===== config.mk =====
export PLATFORM = sky130hd
export DESIGN_NAME = block_storage_flat
export DESIGN_NICKNAME = d
export VERILOG_FILES = /design/src/rtl/block_storage_if.sv /design/src/rtl/block_storage.sv /design/src/flat_wrapper.sv
export SDC_FILE = /design/constraint.sdc
export NUM_CORES = 1
export LEC_CHECK = 0
export CAP_MARGIN = 20
export CORE_ASPECT_RATIO = 1.25
export CORE_MARGIN = 2
export CORE_UTILIZATION = 50
export CTS_BUF_LIST = sky130_fd_sc_hd__clkbuf_2
export DETAILED_ROUTE_END_ITERATION = 8
export GPL_TIMING_DRIVEN = 0
export PLACE_DENSITY = 0.8
export SYNTH_ARGS = -nofsm -noshare
export SYNTH_HDL_FRONTEND = slang
export SYNTH_SLANG_ARGS = --single-unit

===== constraint.sdc =====
create_clock -name clk -period 1.5 [get_ports clk]
set_input_delay 0.3 -clock clk [delete_from_list [all_inputs] [get_ports clk]]
set_output_delay 0.3 -clock clk [all_outputs]
set_load 0.01 [all_outputs]

===== src/rtl/block_storage_if.sv =====
// Write channel carrying block-header words into block_storage.
// writeValid qualifies blockData for the current cycle.
interface blockStoreIfc #(
  parameter int WORD_WIDTH = 32
);
  logic                  writeValid;
  logic [WORD_WIDTH-1:0] blockData;

  modport writer (
    output writeValid,
    output blockData
  );

  modport reader (
    input writeValid,
    input blockData
  );
endinterface


===== src/rtl/block_storage.sv =====
// Assembles NUM_WORDS header words into one committed block state.
// Ports: clk, rst (async active-low), blkRd (word channel),
//        validOut, newBlock (commit pulse), initialState.
module block_storage #(
  parameter int WORD_WIDTH  = 32,
  parameter int NUM_WORDS   = 11,
  parameter int STATE_WIDTH = WORD_WIDTH * NUM_WORDS
) (
  input  logic                   clk,
  input  logic                   rst,
  blockStoreIfc.reader           blkRd,
  output logic                   validOut,
  output logic                   newBlock,
  output logic [STATE_WIDTH-1:0] initialState
);

  localparam int CW = (NUM_WORDS > 1) ? $clog2(NUM_WORDS) : 1;
  localparam logic [CW-1:0] LAST = CW'(NUM_WORDS - 1);

  logic [STATE_WIDTH-1:0] buffer;
  logic [CW-1:0]          count;
  logic [STATE_WIDTH-1:0] shifted;

  // Buffer after accepting the current word; on the last word this
  // is exactly the completed block, so it also feeds the commit.
  assign shifted = {buffer[STATE_WIDTH-WORD_WIDTH-1:0], blkRd.blockData};

  always_ff @(posedge clk or negedge rst) begin
    if (!rst) begin
      buffer       <= '0;
      count        <= '0;
      initialState <= '0;
      validOut     <= 1'b0;
      newBlock     <= 1'b0;
    end else begin
      newBlock <= 1'b0;
      if (blkRd.writeValid) begin
        buffer <= shifted;
        if (count == LAST) begin
          count        <= '0;
          initialState <= shifted;
          validOut     <= 1'b1;
          newBlock     <= 1'b1;
        end else begin
          count <= count + CW'(1);
        end
      end
    end
  end

endmodule


===== src/flat_wrapper.sv =====
// flat-port wrapper written by rule: the top's interface ports become plain ports
module block_storage_flat 
#(
  parameter int WORD_WIDTH  = 32,
  parameter int NUM_WORDS   = 11,
  parameter int STATE_WIDTH = WORD_WIDTH * NUM_WORDS
)
  (clk, rst, validOut, newBlock, initialState, blkRd_writeValid, blkRd_blockData);
  blockStoreIfc #(.WORD_WIDTH(WORD_WIDTH)) blkRd_i ();
  input  logic clk;
  input  logic rst;
  output logic validOut;
  output logic newBlock;
  output logic [STATE_WIDTH-1:0] initialState;
  input wire logic [$bits(blkRd_i.writeValid)-1:0] blkRd_writeValid;
  input wire logic [$bits(blkRd_i.blockData)-1:0] blkRd_blockData;
  assign blkRd_i.writeValid = blkRd_writeValid;
  assign blkRd_i.blockData = blkRd_blockData;
  block_storage #(.WORD_WIDTH(WORD_WIDTH), .NUM_WORDS(NUM_WORDS), .STATE_WIDTH(STATE_WIDTH)) u_core (.clk(clk), .rst(rst), .blkRd(blkRd_i), .validOut(validOut), .newBlock(newBlock), .initialState(initialState));
endmodule

# Word level (Yosys, flattened, before mapping)
# Index checks and enable logic that the tools add are counted.
word_totals:
  ff_bits: 678
  inputBits: 35
  out_inout_bits: 354
  word_cells: 11
op_classes:
  addsub: 1
  n_eq_ne: 1
  muxes: 3
  n_reduce_logical: 1
ops:
  columns: ["op", "n"]
  rows:
  - ["adder 4 x 1 -> 4 bit, second input constant", 1]
  - ["== test 4 bit, second input constant", 1]
  - ["two-way mux 4 bit", 1]
  - ["two-way mux 1 bit", 2]
  - ["AND reduction 2 bit", 1]

# Longest topological paths before layout
# Gate-level depths: netlist (run 1).
logic_depth:
  word_depth: 3
  ltp_mapped: 6
  depth_no_buf: 3

# Least setup slack after synthesis (run 1)
# Ideal clock, no wire load.
synth_timing:
  path_type: "register to register"
  startpoint: "register u_core.count[2]"
  endpoint: "register u_core.initialState[293]"
  setup_ns: 0.127
  arrival_ns: 1.519
  required_time_ns: 1.373
  path_slack_ns: -0.146
  stages_incl_launch_ff: 6
  path_buffers: 3
  period_less_slack_ns: 1.646
  cell_sequence: "dfrtp_1 -> nor4_2 -> buf_2 -> buf_6 -> buf_6 -> mux2_1"
synth_via:
  elab_chain_len: 2
synth_lines:
  columns: ["item", "line_no", "rtl"]
  rows:
  - ["start: declaration", "block_storage.sv:21", "logic [CW-1:0] count;"]
  - ["start signal: assignment", "block_storage.sv:45", "count <= count + CW'(1);"]
  - ["== test 4 bit", "block_storage.sv:39", "if (count == LAST) begin"]
  - ["AND reduction 2 bit (no source line)", null, null]
  - ["end signal: assignment", "block_storage.sv:41", "initialState <= shifted;"]
  - ["end: declaration", "block_storage.sv:14", "output logic [STATE_WIDTH-1:0] initialState"]
# No other way between the ends.
# A chain may end at the register's enable or synchronous reset.

# Worst setup path after layout (run 1)
layout_timing:
  startpoint: "register u_core.initialState[342]"
  endpoint: "output initialState[342]"
layout_rtl:
  columns: ["item", "line_no", "rtl"]
  rows:
  - ["end: declaration", "flat_wrapper.sv:14", "output logic [STATE_WIDTH-1:0] initialState;"]
# No word-level cell between the ends.

==> impl_metrics.yaml, run 1 <==
synth:
  syn-num-nets: 1478
  synth.area.top_cells: "dfrtp_1 68%, mux2_2 28%, mux2_1 2.6%"
  synth_area_mm2: 0.02510
  synth_area_leader_cell: "dfrtp_1"
  yosysSeqAreaShare_pct: 67.60
  synthTopCellsByCount: "678 x dfrtp_1, 614 x mux2_2, 58 x mux2_1, 38 x buf_2, 20 x buf_4"
  synth_enable_flop_cells: 0
  ys_warn_count: 0
  ys_seq_elements: 678
  synth.top_cell.area_share_pct: 67.60
  synthArstFlopShare_pct: 100.0
  yosysMostFrequentCell: "dfrtp_1"
  synthFlopType: "dfrtp_1"
  yosys.cell_types.count: 22
  syn_avg_cell_area_um2: 17.39
  synth_cells: 1443
clocking:
  cts.clk_slew.worst_paths_ns: 0.16
  numCtsBuffers: 160
  hold_buffers: 33
  insertion_delay_ns: 1.19
  cts_max_level: 4
  clock-root-buffer: "clkbuf_2"
  clockBufferDepth: 3
  clock_sinks: 678
  cts_tree: "done"
floorplanning:
  fp-row-count: 91
  fp.coreArea_mm2: 0.04941
  fp.dieW_um: 204.4
  dieArea_mm2: 0.05202
  start_util_pct: 50.79
  die_y_um: 254.5
  io_pins: 389
setup_path:
  critical_path.top_delay_family: "flip-flops"
  r2r-end: "u_core.initialState[308]$_DFFE_PN0P_"
  crit_type: "reg2out"
  reg2reg_depth: 9
  end_kind: "output pin"
  reg2reg_from: "u_core.count[3]$_DFFE_PN0P_"
  rrSetupSlack_ns: -0.49
  cp-startpoint: "u_core.initialState[342]$_DFFE_PN0P_"
  path_cells: "buf_2"
  cpMaxStageDelayCell: "dfrtp_1"
  cp-start-kind: "flop"
  worstPathMaxFanout: 2
  cp.depth: 1
  crit_buf_inv: 1
  cp-endpoint: "initialState[342]"
  critPathMaxStageDelay_ns: 0.43
  critical_path_required_ns: 1.20
  worstPathArrival_ns: 1.78
global_routing:
  antenna_found_initial: 1
  grt_pass1_wl_um: 104400
  use_met1_pct: 29.89
  grt_overflow: 0
  met3_usage_pct: 6.300
  grt_max_degree: 131
  grt_pass1_vias: 17350
  track_usage_pct: 26.86
  grt-busiest-layer: "met2"
  met2_usage_pct: 46.73
route:
  first_pass_iters: 5
  drt_first_iter_violations: 585
  wirelength_um: 71790
  num_vias: 15960
  wire_per_inst_um: 23.22
  drc: 0
  vias_per_cell: 5.164
  ant_nets: 0
layout:
  final_cells: 3091
  final_area_mm2: 0.03586
  drive_gt1_share_pct: 67.08
  area_growth_pct: 42.87
  fin_nets: 2363
place:
  hpwl_um: 42630
  dpl_cell_area_mm2: 0.02998
  place_ws_ns: -1.147
  portBuffers: 388
  dp_cells: 2488
  gp_congestion: 0.7918
hold_path:
  hp-class: "in2async"
sta:
  fin_crit_ns: 2.082
  timing.setup.tns_ns: -289.57
  layout_worst_path_cycle_share_pct: 138.8
  rsz0062_at_grt: "yes"
  relSlewSlack_pct: 32.13
  finClkSkew_ns: 0.07995
  drv_slew: 0
  hold_violations: 476
  holdWs_ns: -0.9032
  worst_pin_slew_ns: 1.018
  fmax_mhz: 480.3
  setup_ws_ns: -0.5820
  setup_viol: 707
power:
  p_per_area_mw_per_mm2: 2032
  leakagePower_nw: 17.39
  ir_drop_uv: 1119
status:
  violations: "negative hold slack, negative setup slack"
  outcome: "complete, but fails checks"
job:
  cap_violations: 0
-- per-layer routing --
layer,vias to the layer above,part of all wire (%)
met2,485,53
met3,176,4.8
li1,6983,-
met1,8317,37
met5,-,0
met4,0,5.0
-- worst min-delay path by stage --
stage                                      from                             endpoint  slack [ns]  depth (start not counted)
finish                                      rst        u_core.buffer[47]$_DFFE_PN0P_       -0.90                          1
global placement    u_core.validOut$_DFFE_PN0P_          u_core.validOut$_DFFE_PN0P_        0.46                          1
CTS                                         rst       u_core.buffer[135]$_DFFE_PN0P_       -1.02                          1
detailed placement                          rst  u_core.initialState[16]$_DFFE_PN0P_        0.32                          1
global route                                rst  u_core.initialState[76]$_DFFE_PN0P_       -0.95                          1
floorplan                                   rst         u_core.buffer[0]$_DFFE_PN0P_       0.004                          0
-- cell usage in the layout (no fill, tap or decap), drive strengths merged --
master and n:
clkdlybuf4s50 33, nand3b 1, nor2 1, mux2 672
buf 730, diode 1, nand3 2, dlygate4sd3 33
o22ai 1, nor2b 2, o21ai 2, clkinvlp 2
a21oi 1, clkbuf 228, nand2 1, a31oi 1
nor4 1, or2 1, dfrtp 678, inv 6
bufinv 5, a22o 1, xnor2 1, clkinv 36
-- registers in the layout, indices dropped and copies added, names as in the netlist --
signal,flops
u_core.newBlock,1
u_core.validOut,1
u_core.initialState,352
u_core.buffer,320
u_core.count,4
-- cell families after synthesis --
family,synth area share [%]
AO/OA/AOI/OAI,0.1446
XOR/XNOR,0.03490
buffers and inverters,1.849
multiplexers,30.15
flip-flops,67.60
AND/OR/NAND/NOR,0.2243
-- repair_timing --
action | CTS | global route
gates resized for setup | 2083 | 199
setup buffers | 143 | 164
setup endpoints to repair | 708 | 708
endpoints found under the hold margin | 627 | 472
cloned | 42 | 0
pin swaps | 1 | 1
-- power by group --
| part | leakage [nW] | internal, mW | switching [mW] |
|---|---|---|---|
| clock | 1.09 | 4.87 | 7.18 |
| sequential | 8.26 | 25.6 | 5.79 |
| combinational | 8.04 | 18.9 | 10.5 |
| total | 17.4 | 49.4 | 23.5 |
-- area by class of cell --
| class | instances | area [um2] |
|---|---|---|
| diodes | 1 | 2.502 |
| plain buffers | 58 | 598.1 |
| clock buffers | 226 | 1131 |
| clock inverters | 47 | 316.6 |
| fillers | 3044 | 13560 |
| inverters | 2 | 7.507 |
| multi-input cells | 688 | 8974 |
| flip-flops and latches | 678 | 16970 |
| well taps | 651 | 814.5 |
| repair buffers | 740 | 7048 |
-- stage by stage --
step / util (%) / power (mW)
after global routing: 72.57 / 76.30
after detailed placement: 60.66 / 52.82
after floorplan: - / 39.08
after CTS: 70.61 / 68.74
final: 72.57 / 72.88
after global placement: 60.32 / 51.72
Note: power is estimated with default switching activity, not from simulation.
==> inputs of run 2 (changes only) <==
--- a/config.mk
+++ b/config.mk
@@ -13,6 +13,7 @@
 export DETAILED_ROUTE_END_ITERATION = 8
 export GPL_TIMING_DRIVEN = 0
 export PLACE_DENSITY = 0.8
+export REMOVE_ABC_BUFFERS = 1
 export SYNTH_ARGS = -nofsm -noshare
 export SYNTH_HDL_FRONTEND = slang
 export SYNTH_SLANG_ARGS = --single-unit
==> impl_metrics.yaml, run 2 (synthesis gave the netlist of run 1 again) <==
global_routing:
  grt_pass1_vias: 16540
  track_usage_pct: 21.89
  antenna_found_initial: 1
  grt_max_degree: 134
  grt_pass1_wl_um: 89130
  grt_overflow: 0
floorplanning:
  fp-row-count: 91
  io_pins: 389
  fp.coreArea_mm2: 0.04941
  dieArea_mm2: 0.05202
  fp.dieW_um: 204.4
  start_util_pct: 50.79
  die_y_um: 254.5
job:
  cap_violations: 0
layout:
  drive_gt1_share_pct: 65.06
  area_growth_pct: 42.94
  nFillCells: 2971
  mostFrequentLayoutCell: "dfrtp_1"
  fin_nets: 2310
  regMostFlops: "u_core.initialState"
  final_util_pct: 72.60
  final_cells: 3039
  top_regs: "u_core.initialState: 352 flops, u_core.buffer: 320 flops, u_core.count: 4 flops"
  most-common-layout-cells: "677 x dfrtp_1, 346 x mux2_2, 321 x mux2_4"
  largest_reg_flops: 352
sta:
  relSlewSlack_pct: 33.38
  finClkSkew_ns: 0.08967
  timing.setup.tns_ns: -286.94
  fin_crit_ns: 2.079
  hold_violations: 473
  setup_viol: 723
  fmax_mhz: 480.9
  layout_worst_path_cycle_share_pct: 138.6
  worst_pin_slew_ns: 0.9960
  rsz0062_at_grt: "yes"
  drv_slew: 0
  setup_ws_ns: -0.5795
  holdWs_ns: -0.8296
clocking:
  hold_buffers: 85
  numCtsBuffers: 159
  insertion_delay_ns: 1.20
  clock_sinks: 678
  cts.clk_slew.worst_paths_ns: 0.14
  cts_max_level: 4
  cts_tree: "done"
  clockBufferDepth: 3
  clock-root-buffer: "clkbuf_2"
route:
  first_pass_iters: 4
  vias_per_cell: 5.170
  ant_nets: 0
  drt_first_iter_violations: 570
  num_vias: 15710
  wirelength_um: 65310
  drc: 0
  wire_per_inst_um: 21.49
power:
  ir_drop_uv: 1266
  p_per_area_mw_per_mm2: 2014
  leakagePower_nw: 17.21
  power.total_mw: 72.25
place:
  hpwl_um: 33990
  dp_cells: 2444
  portBuffers: 388
  gp_congestion: 0.7803
setup_path:
  cp-start-kind: "flop"
  crit_buf_inv: 1
  reg2reg_depth: 9
  cpMaxStageDelayCell: "dfrtp_1"
  critical_path.top_delay_family: "flip-flops"
  critical_path_required_ns: 1.20
  path_cells: "buf_2"
  cp.depth: 1
  crit_type: "reg2out"
  worstPathArrival_ns: 1.78
  worstPathMaxFanout: 2
  critPathMaxStageDelay_ns: 0.43
  end_kind: "output pin"
status:
  violations: "negative hold slack, negative setup slack"
  outcome: "complete, but fails checks"
hold_path:
  hp-class: "in2async"
## run 2: cell count changes in the layout (fill, tap and decap cells not counted), sizes merged
cell	delta
clkbuf	+16
clkinvlp	-1
bufinv	-1
clkdlybuf4s50	-1
clkinv	-3
buf	-109
dlygate4sd3	+47
## run 2: worst paths after layout
check | startpoint | slack (ns) | end
worst max-delay path | u_core.initialState[41]$_DFFE_PN0P_ | -0.58 | initialState[41]
worst min-delay path | rst | -0.83 | u_core.buffer[202]$_DFFE_PN0P_
worst max register to register | u_core.count[0]$_DFFE_PN0P_ | -0.52 | u_core.initialState[203]$_DFFE_PN0P_
worst min register to register | u_core.buffer[204]$_DFFE_PN0P_ | 0.47 | u_core.initialState[236]$_DFFE_PN0P_
max in group asynchronous | rst | 0.28 | u_core.buffer[204]$_DFFE_PN0P_
min in group clk | blkRd_writeValid | 0.12 | u_core.buffer[23]$_DFFE_PN0P_
## run 2: power breakdown
part / internal (mW) / total, mW / switching (mW)
clock network: 4.78 / 12.1 / 7.28
logic: 18.7 / 29.1 / 10.4
registers: 25.6 / 31.1 / 5.50
total: 49.0 / 72.2 / 23.2
## run 2: metal layers
layer	global-route usage (%)	vias up	wire length, um
met5	0	-	0
met4	14.47	0	4330
met3	5.967	215	3362
met2	35.80	503	32880
met1	25.41	8133	24740
li1	-	6861	-
## run 2: layout make-up
class | instances | area (um2) | share of cell area [%]
Timing Repair Buffer | 746 | 7762 | 21.64
Sequential cell | 678 | 16970 | 47.29
Tap cell | 651 | 814.5 | 2.270
Multi-Input combinational cell | 688 | 8887 | 24.77
Clock inverter | 42 | 279.0 | 0.7777
Antenna cell | 1 | 2.502 | 0.006975
Inverter | 2 | 7.507 | 0.02092
Clock buffer | 231 | 1156 | 3.222
## run 2: per-stage QoR
stage / worst slack [ns] / instance area (um2)
final: -0.5795 / 35880
after global placement: -42.05 / 29340
after floorplan: -20.12 / 24640
after detailed placement: -2.205 / 29960
after CTS: -0.6897 / 32330
after global routing: -0.6776 / 35880
## run 2: what timing repair did
action | 4_1_cts | 5_1_grt
setup buffers | 100 | 126
gates cloned | 7 | 13
resized for setup | 1578 | 624
pin swaps | 1 | 1
endpoints found under the setup margin | 708 | 730
endpoints found under the hold margin | 723 | 470
